<file path="src/rtl/instr_encoder_if.sv">
// Request/response bundle between a loader and the instruction encoder.
// The master side issues sessions and requests; the slave side encodes and writes memory.
// Carries the valid/ready request handshake plus the memory-write and status outputs.
interface instr_encoder_if;
    logic        start;
    logic [7:0]  start_addr;
    logic        in_valid;
    logic        in_ready;
    logic [4:0]  in_mnem;
    logic [4:0]  in_rs;
    logic [4:0]  in_rt;
    logic [4:0]  in_rd;
    logic [4:0]  in_shamt;
    logic [25:0] in_imm;
    logic        in_last;
    logic        mem_we;
    logic [7:0]  mem_addr;
    logic [31:0] mem_wdata;
    logic        done;
    logic [7:0]  err_cnt;
    logic        wrapped;

    modport master (
        output start, start_addr, in_valid, in_mnem, in_rs, in_rt, in_rd,
               in_shamt, in_imm, in_last,
        input  in_ready, mem_we, mem_addr, mem_wdata, done, err_cnt, wrapped
    );

    modport slave (
        input  start, start_addr, in_valid, in_mnem, in_rs, in_rt, in_rd,
               in_shamt, in_imm, in_last,
        output in_ready, mem_we, mem_addr, mem_wdata, done, err_cnt, wrapped
    );
endinterface

</file>
<file path="src/rtl/instr_encoder.sv">
// Encodes MIPS-style instruction requests into 32-bit words and writes them to instruction memory.
// Latency: a request accepted at edge k is written (mem_we=1) during the cycle after edge k.
// Backpressure: in_ready is high only while a session is ACTIVE; requests wait otherwise.
module instr_encoder (
    input  logic           clk,
    input  logic           reset,
    instr_encoder_if.slave bus
);

    typedef enum logic [1:0] {
        S_IDLE   = 2'd0,
        S_ACTIVE = 2'd1,
        S_DONE   = 2'd2
    } state_e;

    typedef enum logic [1:0] {
        K_R   = 2'd0,
        K_I   = 2'd1,
        K_J   = 2'd2,
        K_INV = 2'd3
    } kind_e;

    state_e      state_q, state_d;
    logic [7:0]  addr_q, addr_d;
    logic        we_q, we_d;
    logic [7:0]  maddr_q, maddr_d;
    logic [31:0] wdata_q, wdata_d;
    logic [7:0]  err_q, err_d;
    logic        wrap_q, wrap_d;

    kind_e       kind;
    logic [5:0]  code;
    logic        is_shift;
    logic        is_jr;
    logic [4:0]  rd_f;
    logic [4:0]  shamt_f;
    logic [31:0] enc_word;
    logic        enc_vld;
    logic        accept;

    assign accept = bus.in_valid && (state_q == S_ACTIVE);

    // Classify the mnemonic and pick its funct (R-type) or opcode (I/J-type).
    always_comb begin
        kind     = K_INV;
        code     = 6'h00;
        is_shift = 1'b0;
        is_jr    = 1'b0;
        case (bus.in_mnem)
            5'd0:  begin kind = K_R; code = 6'h20; end
            5'd1:  begin kind = K_R; code = 6'h22; end
            5'd2:  begin kind = K_R; code = 6'h24; end
            5'd3:  begin kind = K_R; code = 6'h25; end
            5'd4:  begin kind = K_R; code = 6'h26; end
            5'd5:  begin kind = K_R; code = 6'h27; end
            5'd6:  begin kind = K_R; code = 6'h2A; end
            5'd7:  begin kind = K_R; code = 6'h00; is_shift = 1'b1; end
            5'd8:  begin kind = K_R; code = 6'h02; is_shift = 1'b1; end
            5'd9:  begin kind = K_R; code = 6'h03; is_shift = 1'b1; end
            5'd10: begin kind = K_R; code = 6'h08; is_jr = 1'b1; end
            5'd11: begin kind = K_I; code = 6'h08; end
            5'd12: begin kind = K_I; code = 6'h0C; end
            5'd13: begin kind = K_I; code = 6'h0D; end
            5'd14: begin kind = K_I; code = 6'h0E; end
            5'd15: begin kind = K_I; code = 6'h23; end
            5'd16: begin kind = K_I; code = 6'h2B; end
            5'd17: begin kind = K_I; code = 6'h04; end
            5'd18: begin kind = K_I; code = 6'h05; end
            5'd19: begin kind = K_J; code = 6'h02; end
            5'd20: begin kind = K_J; code = 6'h03; end
            default: begin kind = K_INV; code = 6'h00; end
        endcase
    end

    // Assemble the instruction word; unused R-type fields are zeroed so the word is canonical.
    always_comb begin
        rd_f     = bus.in_rd;
        shamt_f  = bus.in_shamt;
        enc_word = 32'h0000_0000;
        enc_vld  = 1'b1;
        if (!is_shift) begin
            shamt_f = 5'd0;
        end
        if (is_jr) begin
            rd_f = 5'd0;
        end
        case (kind)
            K_R:     enc_word = {6'b000000, bus.in_rs, bus.in_rt, rd_f, shamt_f, code};
            K_I:     enc_word = {code, bus.in_rs, bus.in_rt, bus.in_imm[15:0]};
            K_J:     enc_word = {code, bus.in_imm};
            default: enc_vld  = 1'b0;
        endcase
    end

    // Session FSM plus address counter, write staging and error/wrap bookkeeping.
    always_comb begin
        state_d = state_q;
        addr_d  = addr_q;
        we_d    = 1'b0;
        maddr_d = maddr_q;
        wdata_d = wdata_q;
        err_d   = err_q;
        wrap_d  = wrap_q;
        case (state_q)
            S_IDLE: begin
                if (bus.start) begin
                    state_d = S_ACTIVE;
                    addr_d  = bus.start_addr;
                    err_d   = 8'd0;
                    wrap_d  = 1'b0;
                end
            end
            S_ACTIVE: begin
                if (accept) begin
                    if (enc_vld) begin
                        we_d    = 1'b1;
                        maddr_d = addr_q;
                        wdata_d = enc_word;
                        addr_d  = addr_q + 8'd1;
                        if (addr_q == 8'hFF) begin
                            wrap_d = 1'b1;
                        end
                    end else if (err_q != 8'hFF) begin
                        err_d = err_q + 8'd1;
                    end
                    if (bus.in_last) begin
                        state_d = S_DONE;
                    end
                end
            end
            S_DONE: begin
                state_d = S_IDLE;
            end
            default: begin
                state_d = S_IDLE;
            end
        endcase
    end

    // State registers; reset drops any staged write so nothing is written after release.
    always_ff @(posedge clk or posedge reset) begin
        if (reset) begin
            state_q <= S_IDLE;
            addr_q  <= 8'd0;
            we_q    <= 1'b0;
            maddr_q <= 8'd0;
            wdata_q <= 32'd0;
            err_q   <= 8'd0;
            wrap_q  <= 1'b0;
        end else begin
            state_q <= state_d;
            addr_q  <= addr_d;
            we_q    <= we_d;
            maddr_q <= maddr_d;
            wdata_q <= wdata_d;
            err_q   <= err_d;
            wrap_q  <= wrap_d;
        end
    end

    assign bus.in_ready  = (state_q == S_ACTIVE);
    assign bus.done      = (state_q == S_DONE);
    assign bus.mem_we    = we_q;
    assign bus.mem_addr  = maddr_q;
    assign bus.mem_wdata = wdata_q;
    assign bus.err_cnt   = err_q;
    assign bus.wrapped   = wrap_q;

endmodule

</file>
<file path="src/flat_wrapper.sv">
// flat-port wrapper written by rule: the top's interface ports become plain ports
module instr_encoder_flat 
  (clk, reset, bus_start, bus_start_addr, bus_in_valid, bus_in_mnem, bus_in_rs, bus_in_rt, bus_in_rd, bus_in_shamt, bus_in_imm, bus_in_last, bus_in_ready, bus_mem_we, bus_mem_addr, bus_mem_wdata, bus_done, bus_err_cnt, bus_wrapped);
  instr_encoder_if bus_i ();
  input  logic clk;
  input  logic reset;
  input wire logic [$bits(bus_i.start)-1:0] bus_start;
  input wire logic [$bits(bus_i.start_addr)-1:0] bus_start_addr;
  input wire logic [$bits(bus_i.in_valid)-1:0] bus_in_valid;
  input wire logic [$bits(bus_i.in_mnem)-1:0] bus_in_mnem;
  input wire logic [$bits(bus_i.in_rs)-1:0] bus_in_rs;
  input wire logic [$bits(bus_i.in_rt)-1:0] bus_in_rt;
  input wire logic [$bits(bus_i.in_rd)-1:0] bus_in_rd;
  input wire logic [$bits(bus_i.in_shamt)-1:0] bus_in_shamt;
  input wire logic [$bits(bus_i.in_imm)-1:0] bus_in_imm;
  input wire logic [$bits(bus_i.in_last)-1:0] bus_in_last;
  output wire logic [$bits(bus_i.in_ready)-1:0] bus_in_ready;
  output wire logic [$bits(bus_i.mem_we)-1:0] bus_mem_we;
  output wire logic [$bits(bus_i.mem_addr)-1:0] bus_mem_addr;
  output wire logic [$bits(bus_i.mem_wdata)-1:0] bus_mem_wdata;
  output wire logic [$bits(bus_i.done)-1:0] bus_done;
  output wire logic [$bits(bus_i.err_cnt)-1:0] bus_err_cnt;
  output wire logic [$bits(bus_i.wrapped)-1:0] bus_wrapped;
  assign bus_i.start = bus_start;
  assign bus_i.start_addr = bus_start_addr;
  assign bus_i.in_valid = bus_in_valid;
  assign bus_i.in_mnem = bus_in_mnem;
  assign bus_i.in_rs = bus_in_rs;
  assign bus_i.in_rt = bus_in_rt;
  assign bus_i.in_rd = bus_in_rd;
  assign bus_i.in_shamt = bus_in_shamt;
  assign bus_i.in_imm = bus_in_imm;
  assign bus_i.in_last = bus_in_last;
  assign bus_in_ready = bus_i.in_ready;
  assign bus_mem_we = bus_i.mem_we;
  assign bus_mem_addr = bus_i.mem_addr;
  assign bus_mem_wdata = bus_i.mem_wdata;
  assign bus_done = bus_i.done;
  assign bus_err_cnt = bus_i.err_cnt;
  assign bus_wrapped = bus_i.wrapped;
  instr_encoder u_core (.clk(clk), .reset(reset), .bus(bus_i));
endmodule
</file>
<file path="config.mk">
export PLATFORM = sky130hd
export DESIGN_NAME = instr_encoder_flat
export DESIGN_NICKNAME = d
export VERILOG_FILES = /design/src/rtl/instr_encoder_if.sv /design/src/rtl/instr_encoder.sv /design/src/flat_wrapper.sv
export SDC_FILE = /design/constraint.sdc
export NUM_CORES = 1
export LEC_CHECK = 0
export ABC_AREA = 1
export BUFFER_PORTS_ARGS = -buffer_cell sky130_fd_sc_hd__buf_4
export CORE_MARGIN = 2
export CORE_UTILIZATION = 30
export CTS_CLUSTER_DIAMETER = 150
export DETAILED_ROUTE_END_ITERATION = 10
export SLEW_MARGIN = 10
export SYNTH_ARGS = -nofsm -noshare
export SYNTH_HDL_FRONTEND = slang
export SYNTH_SLANG_ARGS = --single-unit
</file>
<file path="constraint.sdc">
create_clock -name clk -period 1.8 [get_ports clk]
set_input_delay 0 -clock clk [delete_from_list [all_inputs] [get_ports clk]]
set_output_delay 0 -clock clk [all_outputs]
set_load 0.02 [all_outputs]
</file>
==> impl_metrics.ini <==
[clocking]
cts_buffer_depth = 2
h-tree-depth = 3
clk_pin_slew_ps = 80
clock_latency_ps = 350
cts_made_buffers = 9
clock_sinks = 59
cts_root_buf = clkbuf_8
tritoncts = yes

[power]
power.switching_mw = 2.91
p_int_mw = 3.95
clockPowerShare_pct = 18.4
cellPowerDensity_nw_per_um2 = 1310
p_seq_share_pct = 32.7
ir_drop_mv = 0.924
leakagePower_nw = 2.83
switching_share_pct = 42.4
p_comb_share_pct = 48.9

[floorplanning]
rows = 38
fp.coreArea_um2 = 10900
num_io_pins = 116
initial_core_util_pct = 30.8
dieArea_um2 = 12100
die_h_um = 110
die_w_um = 110

[routing]
vias = 3755
wl_met3_um = 747
wl_met1_um = 4650
routedWlPerCell_um = 13.1
drt-total-wl_um = 10500
ant_nets = 0
vias_per_cell = 4.70
top_layer_used = met4
first_pass_iters = 4
met2_length_um = 5010
drc = 0
first_iter_violations = 169

[yosys]
synthMuxAreaShare_pct = 0.298
synthSimpleGateAreaFrac_pct = 38.0
synthFlopType = dfrtp_1
synth.avg_cell_area_um2 = 7.10
synth-edff-count = 0
synth_compound_area_share_pct = 7.94
synth_top_family_by_area = simple AND/OR/NAND/NOR gates
ys_warn_count = 0
synth_adder_area_share_pct = 0.745
syn_nets = 539
synth_xor_xnor_area_share_pct = 1.04
ys_types = 34
async_flop_share_pct = 100
ys_ff_latch = 59
synthCells = 473
ys_seq_area_share_pct = 44.0
netlist_area_um2 = 3360

[sta]
timing.fmax_mhz = 589
relSlewSlack_pct = 64.6
setup-violations-final = 0
fin_crit_sh_pct = 94.4
hold_viol_final = 0
maxSlewViolCount = 0
fin_skew_ps = 8.44
tightest_slew_ps = 529
worst_slack_ps = 101
holdWs_ps = 19.0
fin_crit_ps = 1700

[cells_and_area]
finalInstanceArea_um2 = 5240
final_util_pct = 48.1
drive_above_1_share_pct = 27.8
area_growth_pct = 56.0
layout.nets = 720
diodes = 0

[grt]
grt_max_degree = 45
antenna_found_initial = 0
grt_use_total_pct = 17.6
grt_pass1_wl_um = 16700
gr-total-overflow = 0
grt_pass1_vias = 3650

[placed_design]
routabilityCongestion = 0.922
dpl.hpwl_um = 7230
portBuffers = 114
place_area_um2 = 4400
dp_slack_ps = 43.0

[min_path]
hold_class = in2reg

[worst_setup_path]
arrival_ps = 1940
critical_path.endpoint_type = flop
startpoint_type = primary input
crit_type = in2reg
cp_data_required_time_ps = 2040
cp_max_fo = 12

[status]
outcome = finished, final reports clean

[job]
cap_violations = 0
-- worst max-delay path, stage by stage --
cell	delay [ps]
buf_4	130
inv_2	110
nand3_4	110
nor2_1	60
nor2_1	120
nand2_1	100
nor2_4	180
nand3_2	100
buf_4	190
nand3_1	70
nand2_1	50
dlygate4sd3_1	570
nand2_1	70
nand2_1	50
-- layout by cell type, fill, tap and decap left out, drive strengths merged, types with 2 or more instances in the layout --
cell,Yosys,final
nand2,197,198
buf,13,137
dfrtp,59,59
nand3,54,54
dlygate4sd3,0,50
inv,36,40
nor2,35,35
o21ai,34,34
a21oi,12,12
clkbuf,5,9
nor3,6,6
nand4,6,6
xor2,3,3
ha,2,2
-- power by group through the flow --
| stage | logic, mW | clock network [mW] | registers [mW] |
|---|---|---|---|
| after floorplan | 1.38 | 0 | 2.73 |
| after global placement | 3.10 | 0 | 2.25 |
| after detailed placement | 3.14 | 0 | 2.25 |
| after CTS | 3.28 | 1.31 | 2.23 |
| after global routing | 3.72 | 1.37 | 2.31 |
| final | 3.35 | 1.26 | 2.24 |
-- path summary, 6_finish.rpt --
check	from	end	slack, ps	cells after the start
worst min register to register	u_core.bus.mem_wdata[18]$_DFFE_PP0P_	u_core.bus.mem_wdata[18]$_DFFE_PP0P_	480	2
max in group asynchronous	reset	u_core.bus.mem_wdata[27]$_DFFE_PP0P_	1000	4
min in group asynchronous	reset	u_core.bus.mem_addr[3]$_DFFE_PP0P_	210	3
worst min-delay path	bus_start_addr[0]	u_core.addr_q[0]$_DFFE_PP0P_	20	3
worst max register to register	u_core.bus.err_cnt[0]$_DFFE_PP0P_	u_core.bus.err_cnt[5]$_DFFE_PP0P_	150	11
worst max-delay path	bus_in_mnem[4]	u_core.bus.mem_wdata[16]$_DFFE_PP0P_	100	14
-- per-layer routing --
metal,vias up,global-route usage [%]
li1,1878,-
met1,1739,23.0
met2,128,29.3
met3,10,4.27
met4,0,4.34
met5,-,0
-- kinds of logic (layout without fill, tap and decap cells) --
family / after synthesis / count (layout)
and+or+nand+nor: 301 / 302
DFF: 59 / 59
buffers and inverters: 54 / 239
AOI/OAI and AO/OA: 51 / 51
xor gates and xnor gates: 4 / 4
adders and majority gates: 2 / 2
other: 1 / 1
muxes: 1 / 1
-- repair_timing --
action                                  in CTS  in global routing
buffers inserted                             0                  8
hold endpoints to repair                    49                  0
resized for setup                            0                 18
endpoints found under the setup margin       0                 21
hold buffers                                50                  0
-- registers in the layout, indices dropped and copies added (netlist names) --
| register | flops |
|---|---|
| u_core.bus.mem_addr | 8 |
| u_core.addr_q | 8 |
| u_core.bus.mem_we | 1 |
| u_core.bus.wrapped | 1 |
| u_core.bus.mem_wdata | 31 |
| u_core.bus.err_cnt | 8 |
| u_core.state_q | 2 |
-- cells in the mapped netlist, drive strengths merged, types with 2 or more instances --
library cell | number | area [µm²]
buf | 13 | 109
ha | 2 | 25.0
a21oi | 12 | 60.1
nand2 | 197 | 747
nand4 | 6 | 43.8
inv | 36 | 138
o21ai | 34 | 170
clkbuf | 5 | 18.8
nand3 | 54 | 280
nor3 | 6 | 30.0
dfrtp | 59 | 1480
xor2 | 3 | 26.3
nor2 | 35 | 154
-- stage by stage --
stage               TNS, ps  power, mW  std cells
global placement          0       5.34        724
CTS                       0       6.82        790
finish                    0       6.86        799
global route          -26.8       7.41        799
floorplan                 0       4.11        473
detailed placement        0       5.39        724
-- area by class of cell --
class,count,area (µm²)
Clock inverter,7,81.3
Clock buffer,9,124
Sequential cell,59,1480
Fill cell,1069,5650
Tap cell,140,175
Inverter,36,138
Timing Repair Buffer,187,1550
Multi-Input combinational cell,361,1690
No activity file was read; power rests on OpenSTA's default activity.
